**config.mk**
```make
export PLATFORM = sky130hd
export DESIGN_NAME = conv_window_scheduler
export DESIGN_NICKNAME = d
export VERILOG_FILES = /design/src/rtl/conv_window_scheduler.sv
export SDC_FILE = /design/constraint.sdc
export NUM_CORES = 1
export LEC_CHECK = 0
export BUFFER_PORTS_ARGS = -buffer_cell sky130_fd_sc_hd__buf_2
export CAP_MARGIN = 10
export CORE_UTILIZATION = 40
export DETAILED_ROUTE_END_ITERATION = 6
export GPL_TIMING_DRIVEN = 1
export SYNTH_ARGS = -nofsm -noshare
export SYNTH_HDL_FRONTEND = slang
export SYNTH_SLANG_ARGS = --single-unit
```
**constraint.sdc**
```tcl
create_clock -name clk -period 2.1 [get_ports clk]
set_input_delay 0.42 -clock clk [delete_from_list [all_inputs] [get_ports clk]]
set_output_delay 0.42 -clock clk [all_outputs]
set_load 0.02 [all_outputs]
```
**src/rtl/conv_window_scheduler.sv**
```systemverilog
// conv_window_scheduler: walks a KxK window across a row-major image and emits
// one image-RAM read address per valid/ready transfer, tagging the first and
// last pixel of each window. Addresses are built from running base registers
// (row base, window base, pixel-row base) so no multipliers are needed.
//
// Handshake: addr_valid/addr/win_first/win_last/out_x/out_y form one beat; a
// beat transfers on a clock edge where addr_valid & addr_ready are both high.
// While addr_valid is high and addr_ready is low every field holds stable.
// addr_valid never drops inside a frame, so the next beat appears the cycle
// after each transfer.
module conv_window_scheduler #(
  parameter int IMG_W  = 96,
  parameter int IMG_H  = 96,
  parameter int K      = 3,
  parameter int STRIDE = 1,
  localparam int OUT_W = (IMG_W - K) / STRIDE + 1,
  localparam int OUT_H = (IMG_H - K) / STRIDE + 1,
  localparam int AW    = $clog2(IMG_W * IMG_H),
  localparam int OXW   = $clog2(OUT_W + 1),
  localparam int OYW   = $clog2(OUT_H + 1),
  localparam int KW    = (K > 1) ? $clog2(K) : 1
) (
  input  logic           clk,
  input  logic           reset,
  input  logic           start,
  input  logic           abort,
  input  logic           addr_ready,
  output logic           addr_valid,
  output logic [AW-1:0]  addr,
  output logic           win_first,
  output logic           win_last,
  output logic [OXW-1:0] out_x,
  output logic [OYW-1:0] out_y,
  output logic           busy,
  output logic           done,
  output logic [1:0]     dbg_state
);

  typedef enum logic [1:0] {
    ST_IDLE = 2'd0,
    ST_RUN  = 2'd1,
    ST_DONE = 2'd2
  } state_t;

  localparam logic [KW-1:0]  C_KMAX  = KW'(K - 1);
  localparam logic [OXW-1:0] C_OXMAX = OXW'(OUT_W - 1);
  localparam logic [OYW-1:0] C_OYMAX = OYW'(OUT_H - 1);
  localparam logic [AW-1:0]  C_W     = AW'(IMG_W);
  localparam logic [AW-1:0]  C_S     = AW'(STRIDE);
  localparam logic [AW-1:0]  C_SW    = AW'(STRIDE * IMG_W);
  localparam logic           C_K1    = (K == 1);

  state_t         r_state;
  logic [KW-1:0]  r_kx, r_ky;
  logic [OXW-1:0] r_ox;
  logic [OYW-1:0] r_oy;
  logic [AW-1:0]  r_row;   // address of pixel (oy*STRIDE, 0)
  logic [AW-1:0]  r_win;   // address of window top-left pixel
  logic [AW-1:0]  r_pix;   // address of (oy*STRIDE+ky, ox*STRIDE)
  logic [AW-1:0]  r_addr;
  logic           r_valid, r_first, r_last, r_busy, r_done;

  logic [KW-1:0]  w_nkx, w_nky;
  logic [OXW-1:0] w_nox;
  logic [OYW-1:0] w_noy;
  logic [AW-1:0]  w_nrow, w_nwin, w_npix, w_naddr;
  logic           w_nfirst, w_nlast, w_final, w_xfer;

  assign w_xfer  = r_valid && addr_ready;
  assign w_final = (r_kx == C_KMAX) && (r_ky == C_KMAX) &&
                   (r_ox == C_OXMAX) && (r_oy == C_OYMAX);

  // Next position in kx -> ky -> ox -> oy order, with addresses advanced by adds.
  always_comb begin
    w_nkx   = r_kx;
    w_nky   = r_ky;
    w_nox   = r_ox;
    w_noy   = r_oy;
    w_nrow  = r_row;
    w_nwin  = r_win;
    w_npix  = r_pix;
    w_naddr = r_addr;
    if (r_kx != C_KMAX) begin
      w_nkx   = r_kx + 1'b1;
      w_naddr = r_addr + 1'b1;
    end else begin
      w_nkx = '0;
      if (r_ky != C_KMAX) begin
        w_nky   = r_ky + 1'b1;
        w_npix  = r_pix + C_W;
        w_naddr = r_pix + C_W;
      end else begin
        w_nky = '0;
        if (r_ox != C_OXMAX) begin
          w_nox   = r_ox + 1'b1;
          w_nwin  = r_win + C_S;
          w_npix  = r_win + C_S;
          w_naddr = r_win + C_S;
        end else begin
          w_nox = '0;
          if (r_oy != C_OYMAX) begin
            w_noy   = r_oy + 1'b1;
            w_nrow  = r_row + C_SW;
            w_nwin  = r_row + C_SW;
            w_npix  = r_row + C_SW;
            w_naddr = r_row + C_SW;
          end
        end
      end
    end
    w_nfirst = (w_nkx == '0) && (w_nky == '0);
    w_nlast  = (w_nkx == C_KMAX) && (w_nky == C_KMAX);
  end

  // Control FSM with registered beat outputs; abort outranks a same-cycle transfer.
  always_ff @(posedge clk) begin
    if (reset) begin
      r_state <= ST_IDLE;
      r_kx    <= '0;
      r_ky    <= '0;
      r_ox    <= '0;
      r_oy    <= '0;
      r_row   <= '0;
      r_win   <= '0;
      r_pix   <= '0;
      r_addr  <= '0;
      r_valid <= 1'b0;
      r_first <= 1'b0;
      r_last  <= 1'b0;
      r_busy  <= 1'b0;
      r_done  <= 1'b0;
    end else begin
      case (r_state)
        ST_IDLE: begin
          r_done <= 1'b0;
          if (start) begin
            r_state <= ST_RUN;
            r_kx    <= '0;
            r_ky    <= '0;
            r_ox    <= '0;
            r_oy    <= '0;
            r_row   <= '0;
            r_win   <= '0;
            r_pix   <= '0;
            r_addr  <= '0;
            r_valid <= 1'b1;
            r_first <= 1'b1;
            r_last  <= C_K1;
            r_busy  <= 1'b1;
          end
        end
        ST_RUN: begin
          if (abort || (w_xfer && w_final)) begin
            r_state <= abort ? ST_IDLE : ST_DONE;
            r_done  <= !abort;
            r_kx    <= '0;
            r_ky    <= '0;
            r_ox    <= '0;
            r_oy    <= '0;
            r_row   <= '0;
            r_win   <= '0;
            r_pix   <= '0;
            r_addr  <= '0;
            r_valid <= 1'b0;
            r_first <= 1'b0;
            r_last  <= 1'b0;
            r_busy  <= 1'b0;
          end else if (w_xfer) begin
            r_kx    <= w_nkx;
            r_ky    <= w_nky;
            r_ox    <= w_nox;
            r_oy    <= w_noy;
            r_row   <= w_nrow;
            r_win   <= w_nwin;
            r_pix   <= w_npix;
            r_addr  <= w_naddr;
            r_first <= w_nfirst;
            r_last  <= w_nlast;
          end
        end
        ST_DONE: begin
          r_state <= ST_IDLE;
          r_done  <= 1'b0;
        end
        default: begin
          r_state <= ST_IDLE;
          r_valid <= 1'b0;
          r_busy  <= 1'b0;
          r_done  <= 1'b0;
        end
      endcase
    end
  end

  assign addr_valid = r_valid;
  assign addr       = r_addr;
  assign win_first  = r_first;
  assign win_last   = r_last;
  assign out_x      = r_ox;
  assign out_y      = r_oy;
  assign busy       = r_busy;
  assign done       = r_done;
  assign dbg_state  = r_state;

endmodule

```
== Word-level counts from Yosys, hierarchy flattened ==
Index checks and enable logic that the tools add are counted.

* Reductions and logical operators: 22
* Equality and inequality tests: 22
* Add/subtract/negate cells: 8
* Multiplexer cells: 61
* Bitwise gates (word level): 2

{| class="wikitable"
|+ Operators with widths
! cell !! number
|-
| $mux W14 || 19
|-
| $pmux W14 S2 || 4
|-
| $mux W7 || 12
|-
| $add A14 B1 Y14 const B || 2
|-
| $add A14 B7 Y14 const B || 2
|-
| $pmux W7 S2 || 2
|-
| $mux W2 || 11
|-
| $ne A3 B3 Y1 const B || 5
|-
| $add A7 B1 Y7 const B || 2
|-
| $eq A7 B7 Y1 const B || 2
|-
| $ne A7 B7 Y1 const B || 2
|-
| $pmux W2 S2 || 3
|-
| $eq A2 B2 Y1 const B || 5
|-
| $reduce_and A5 Y1 || 2
|-
| $ne A2 B2 Y1 const B || 4
|-
| $logic_and A1 B1 Y1 || 7
|-
| $mux W1 || 7
|-
| $reduce_and A7 Y1 || 1
|-
| $logic_not A2 Y1 || 3
|-
| $ne A6 B6 Y1 const B || 1
|-
| $reduce_and A3 Y1 || 2
|-
| $reduce_and A6 Y1 || 1
|-
| $ne A5 B5 Y1 const B || 1
|-
| $add A2 B1 Y2 const B || 2
|-
| 11 further kinds || 13
|}

* Bits in registers: 80
* Output and inout bits: 35
* Bits of input ports: 5

== Longest topological paths before layout ==
* Word-level depth: 8
* Gate-level depth with buffers: 11

== Worst setup path before layout ==
OpenSTA, ideal clock, no wires.

* Path type: register to register
* Start: register r_ox[0], in the netlist out_x[0]
* End: register r_row[6]
* Path slack: -35 ps
* Arrival: 2008 ps
* Stages on the path, launching flop included: 11
* Period minus slack after synthesis: 2135 ps
* Buffers on the path: 3
* Data required time: 1974 ps
* Library setup time: 126 ps
* Cell sequence: dfxtp_1 > ha_1 > nand3b_1 > or2_1 > clkbuf_1 > o31ai_4 > a21o_1 > buf_4 > nand2b_1 > buf_4 > o22ai_1

* Cells in the longest elaborated chain, start to end: 7

{| class="wikitable"
|+ Ends and longest elaborated chain
! item !! RTL line !! source
|-
| from (decl) || 55 || <nowiki>logic [OXW-1:0] r_ox;</nowiki>
|-
| from (signal assigned) || 171 || <nowiki>r_ox <= w_nox;</nowiki>
|-
| $eq A7 B7 Y1 || 71 || <nowiki>(r_ox == C_OXMAX) && (r_oy == C_OYMAX);</nowiki>
|-
| $logic_and A1 B1 Y1 || 70 || <nowiki>assign w_final = (r_kx == C_KMAX) && (r_ky == C_KMAX) &&</nowiki>
|-
| $logic_and A1 B1 Y1 || 71 ||
|-
| $logic_and A1 B1 Y1 || 153 || <nowiki>if (abort || (w_xfer && w_final)) begin</nowiki>
|-
| $logic_or A1 B1 Y1 || 153 ||
|-
| $ne A3 B3 Y1 (no line) / $mux W14 (equally long branches) || n/a ||
|-
| $reduce_and A7 Y1 (no line) / $pmux W14 S2 (equally long branches) || n/a ||
|-
| to (signal assigned) || 173 || <nowiki>r_row <= w_nrow;</nowiki>
|-
| to (decl) || 57 || <nowiki>logic [AW-1:0] r_row;</nowiki>
|}

Parallel ways exist; a longest one is shown, timed or not.
A chain may end at the register's enable or synchronous reset.

== Worst setup path after layout ==
* Start: register r_state[0], in the netlist dbg_state[0]
* End: register r_addr[11], in the netlist addr[11]

* Cells in the longest elaborated chain, start to end: 3

{| class="wikitable"
|+ Ends and longest elaborated chain
! item !! RTL line !! source
|-
| from (decl) || 53 || <nowiki>state_t r_state;</nowiki>
|-
| from (signal assigned) || 154 || <nowiki>r_state <= abort ? ST_IDLE : ST_DONE;</nowiki>
|-
| $eq A2 B1 Y1 / $logic_not A2 Y1 (equally long branches) || 133 || <nowiki>case (r_state)</nowiki>
|-
| $ne A6 B6 Y1 (no line), or another cell as far along || n/a ||
|-
| $reduce_and A4 Y1 (no line) || n/a ||
|-
| to (signal assigned) || 176 || <nowiki>r_addr <= w_naddr;</nowiki>
|-
| to (decl) || 60 || <nowiki>logic [AW-1:0] r_addr;</nowiki>
|}

Parallel ways exist; a longest one is shown, timed or not.

==> run metrics <==
status finished, final reports clean; Synth Cell Area around 0.0043 sq mm; Worst path max stage delay 430 ps; # nets final 627; Synth Flop Type dfxtp_1; area grow syn2layout 19.5%; Worst EP required about 2400 ps; core area slightly above 0.01 sq mm; PortBufs 39; Seq/Total Area, Yosys 0.353; highest clock rate 498 MHz; PD cells 530 mW/mm^2; Slew headroom 0.711; R2R depth 8; Congestion Overflow GR 0; Syn Inst Count 544; Synth Net Count 557; Worst Hold End dbg_state[0]$_SDFFE_PP0P_; startpoint types flop; Initial DRC Count roughly 280; CP Cell Sequence or3b_1 -> buf_4 -> nor2_1 -> nand3_1 -> nor3_1 -> buf_4 -> and3_1 -> a211o_1; Die X approximately 110 um; worst-case clock buffer depth 2; measured slew at the worst slew-check pin approximately 420 ps; Period minus WS final ~2000 ps; Tcrit/Tclk final 0.956; Initial Utilization 0.412; RR Endpoint addr[11]$_SDFFE_PP0P_; nature of the critical path endpoint flop; final instance area 0.00508 sq mm; die area approximately 0.011 sq mm; DP Wirelength ~8900 um; Setup crit start dbg_state[0]$_SDFFE_PP0P_; Post-CTS Hold Fix Bufs 0; ANT nets after route 0; DR DRC count 0; # diodes 0; Pins Over Slew Limit 0; IO Pins 40; multi-input combinational cell area between 0.002 and 0.003 sq mm; placed inst area 0.00486 sq mm; total CTS buffers 9; H-Tree Depth 3; most frequent cells in the layout dfxtp_1, nor2_1, nand2_1, buf_4, a21oi_1; most used cell, CP buf_4; Design Power between 2 and 3 mW; Reg2Reg Launch Point dbg_state[0]$_SDFFE_PP0P_; clk root buf clkbuf_8; row cnt 37; worst skew pair latency roughly 360 ps; CTS tree yes; Fin Clk Skew between 15 and 20 ps; final hold viol count 0; slowest cell on the critical path dfxtp_1; Avg Cell Area, Syn 7.82 sq um; gr busiest metal met2; flop-to-flop setup slack between 90 and 100 ps; setup repair after global routing missed its margin true; Post-synth EDFFs 0; PnR worst setup slack about 90 ps; worst hold path depth 3; vias after detailed routing about 4200; met2 Use GR 0.344; MaxCap Viol Count 0; worst-path fanout max 7; Crit Path Class reg2reg; Yosys cell types a little under 60; antenna violations before repair 0; final WL 11900 um; first-pass iteration count of the detailed router 5; Max VDD drop 0.204 mV; global placer's final weighted congestion 0.884; Synth Register Bits 75; Clock Sinks between 70 and 80; asr flop ratio synth 0; Final Util 0.493; grt met3 use 0.0362; largest net degree at the start of global routing 25; Die Y between 100 and 150 um; drt wl/cell 15.8 um; global-route wire length before repair 19500 um; Via density about 5.6; Hold Startpoint start; Setup WS pre-CTS -35.3 ps; vias in the first global route between 3000 and 4000; CTS clk-pin slew, worst paths roughly 80 ps; Total GRT Usage 0.224; most common library cell in the layout ignoring fill and taps dfxtp_1; HP Class in2reg; fillers between 1000 and 1500; Worst EP arrival between 2000 and 2500 ps; P_leak around 2.0 nW; layout cell share with drive strength beyond 1 0.202; Register Area roughly 0.0015 sq mm; met1 Use GR 0.306; # setup viols final 0; Synth warnings 0
worst max-delay path by stage:
stage	depth (start not counted)	slack, ps	end
detailed placement	7	-40	addr[9]$_SDFFE_PP0P_
floorplan	11	80	out_x[1]$_SDFFE_PP0P_
CTS	7	30	r_row[6]$_SDFFE_PP0P_
global route	8	-10	r_pix[1]$_SDFFE_PP0P_
global placement	7	-80	addr[9]$_SDFFE_PP0P_
finish	8	90	addr[11]$_SDFFE_PP0P_
kinds of logic (layout without fill, tap and decap cells):
family                   Yosys count  after routing  synth area share
flip-flops                        75             75             0.353
AO/OA/AOI/OAI                    145            145             0.227
buffers and inverters             42            116            0.0438
XOR/XNOR                          36             36            0.0741
adder cells (fa/ha/maj)            8              8            0.0235
AND/OR/NAND/NOR                  236            236             0.274
multiplexers                       2              2           0.00500
Yosys cell counts (11+ instances only):
cell type  instances  area, sq um
nand2_1           60          225
nor2_1            65          244
dfxtp_1           75         1500
xor2_1            20          175
nor3_1            16         80.1
nand3_1           25          125
clkbuf_1          16         60.1
buf_2             11         55.1
o21ai_0           30          150
nand4_1           17          106
xnor2_1           16          140
a21oi_1           40          200
metal layers:
metal  share of wire  wire (um)  vias up
met5               0          0        -
met4           0.026        310        0
met3           0.036        424       24
met2            0.44       5290       92
met1            0.49       5870     1984
li1                -          -     2113
report_power, final:
part / total (mW) / leakage, nW / switching, mW / internal [mW]
Sequential: 1.45 / 0.606 / 0.0119 / 1.44
Combinational: 0.254 / 1.28 / 0.162 / 0.0920
Clock: 0.993 / 0.0860 / 0.543 / 0.450
worst max-delay path: cells and delay by family, from the launching register on:
| kind | cells | cell delay, ps |
|---|---|---|
| DFF | 1 | 430 |
| and+or+nand+nor | 5 | 1090 |
| AOI/OAI and AO/OA | 1 | 110 |
| buffers and inverters | 2 | 320 |
cell type report:
cell class,instances,area share
multi-input combinational,427,0.514
clock inverter,3,0.00295
clock buffer,12,0.0285
tap,136,0.0335
timing repair buffer,91,0.118
sequential,75,0.296
inverter,10,0.00738
state kept, by name, indices dropped and copies added (netlist names):
| register | flops |
|---|---|
| addr | 14 |
| out_y | 7 |
| busy | 1 |
| win_first | 1 |
| out_x | 7 |
| win_last | 1 |
| r_pix | 14 |
| r_win | 14 |
| dbg_state | 2 |
| r_kx | 2 |
| r_row | 9 |
| r_ky | 2 |
| done | 1 |
per-stage QoR:
step / TNS (ps) / hold WS, ps / std cells
after global placement: -119 / 438 / 737
after detailed placement: -43.8 / 463 / 737
final: 0 / 340 / 754
after CTS: 0 / 336 / 752
after global routing: -27.3 / 343 / 754
after floorplan: 0 / 441 / 544
what timing repair did:
action	in CTS	in global routing
endpoints found under the setup margin	0	28
resized for setup	0	15
setup buffers	0	2
No activity file was read; power rests on OpenSTA's default activity.
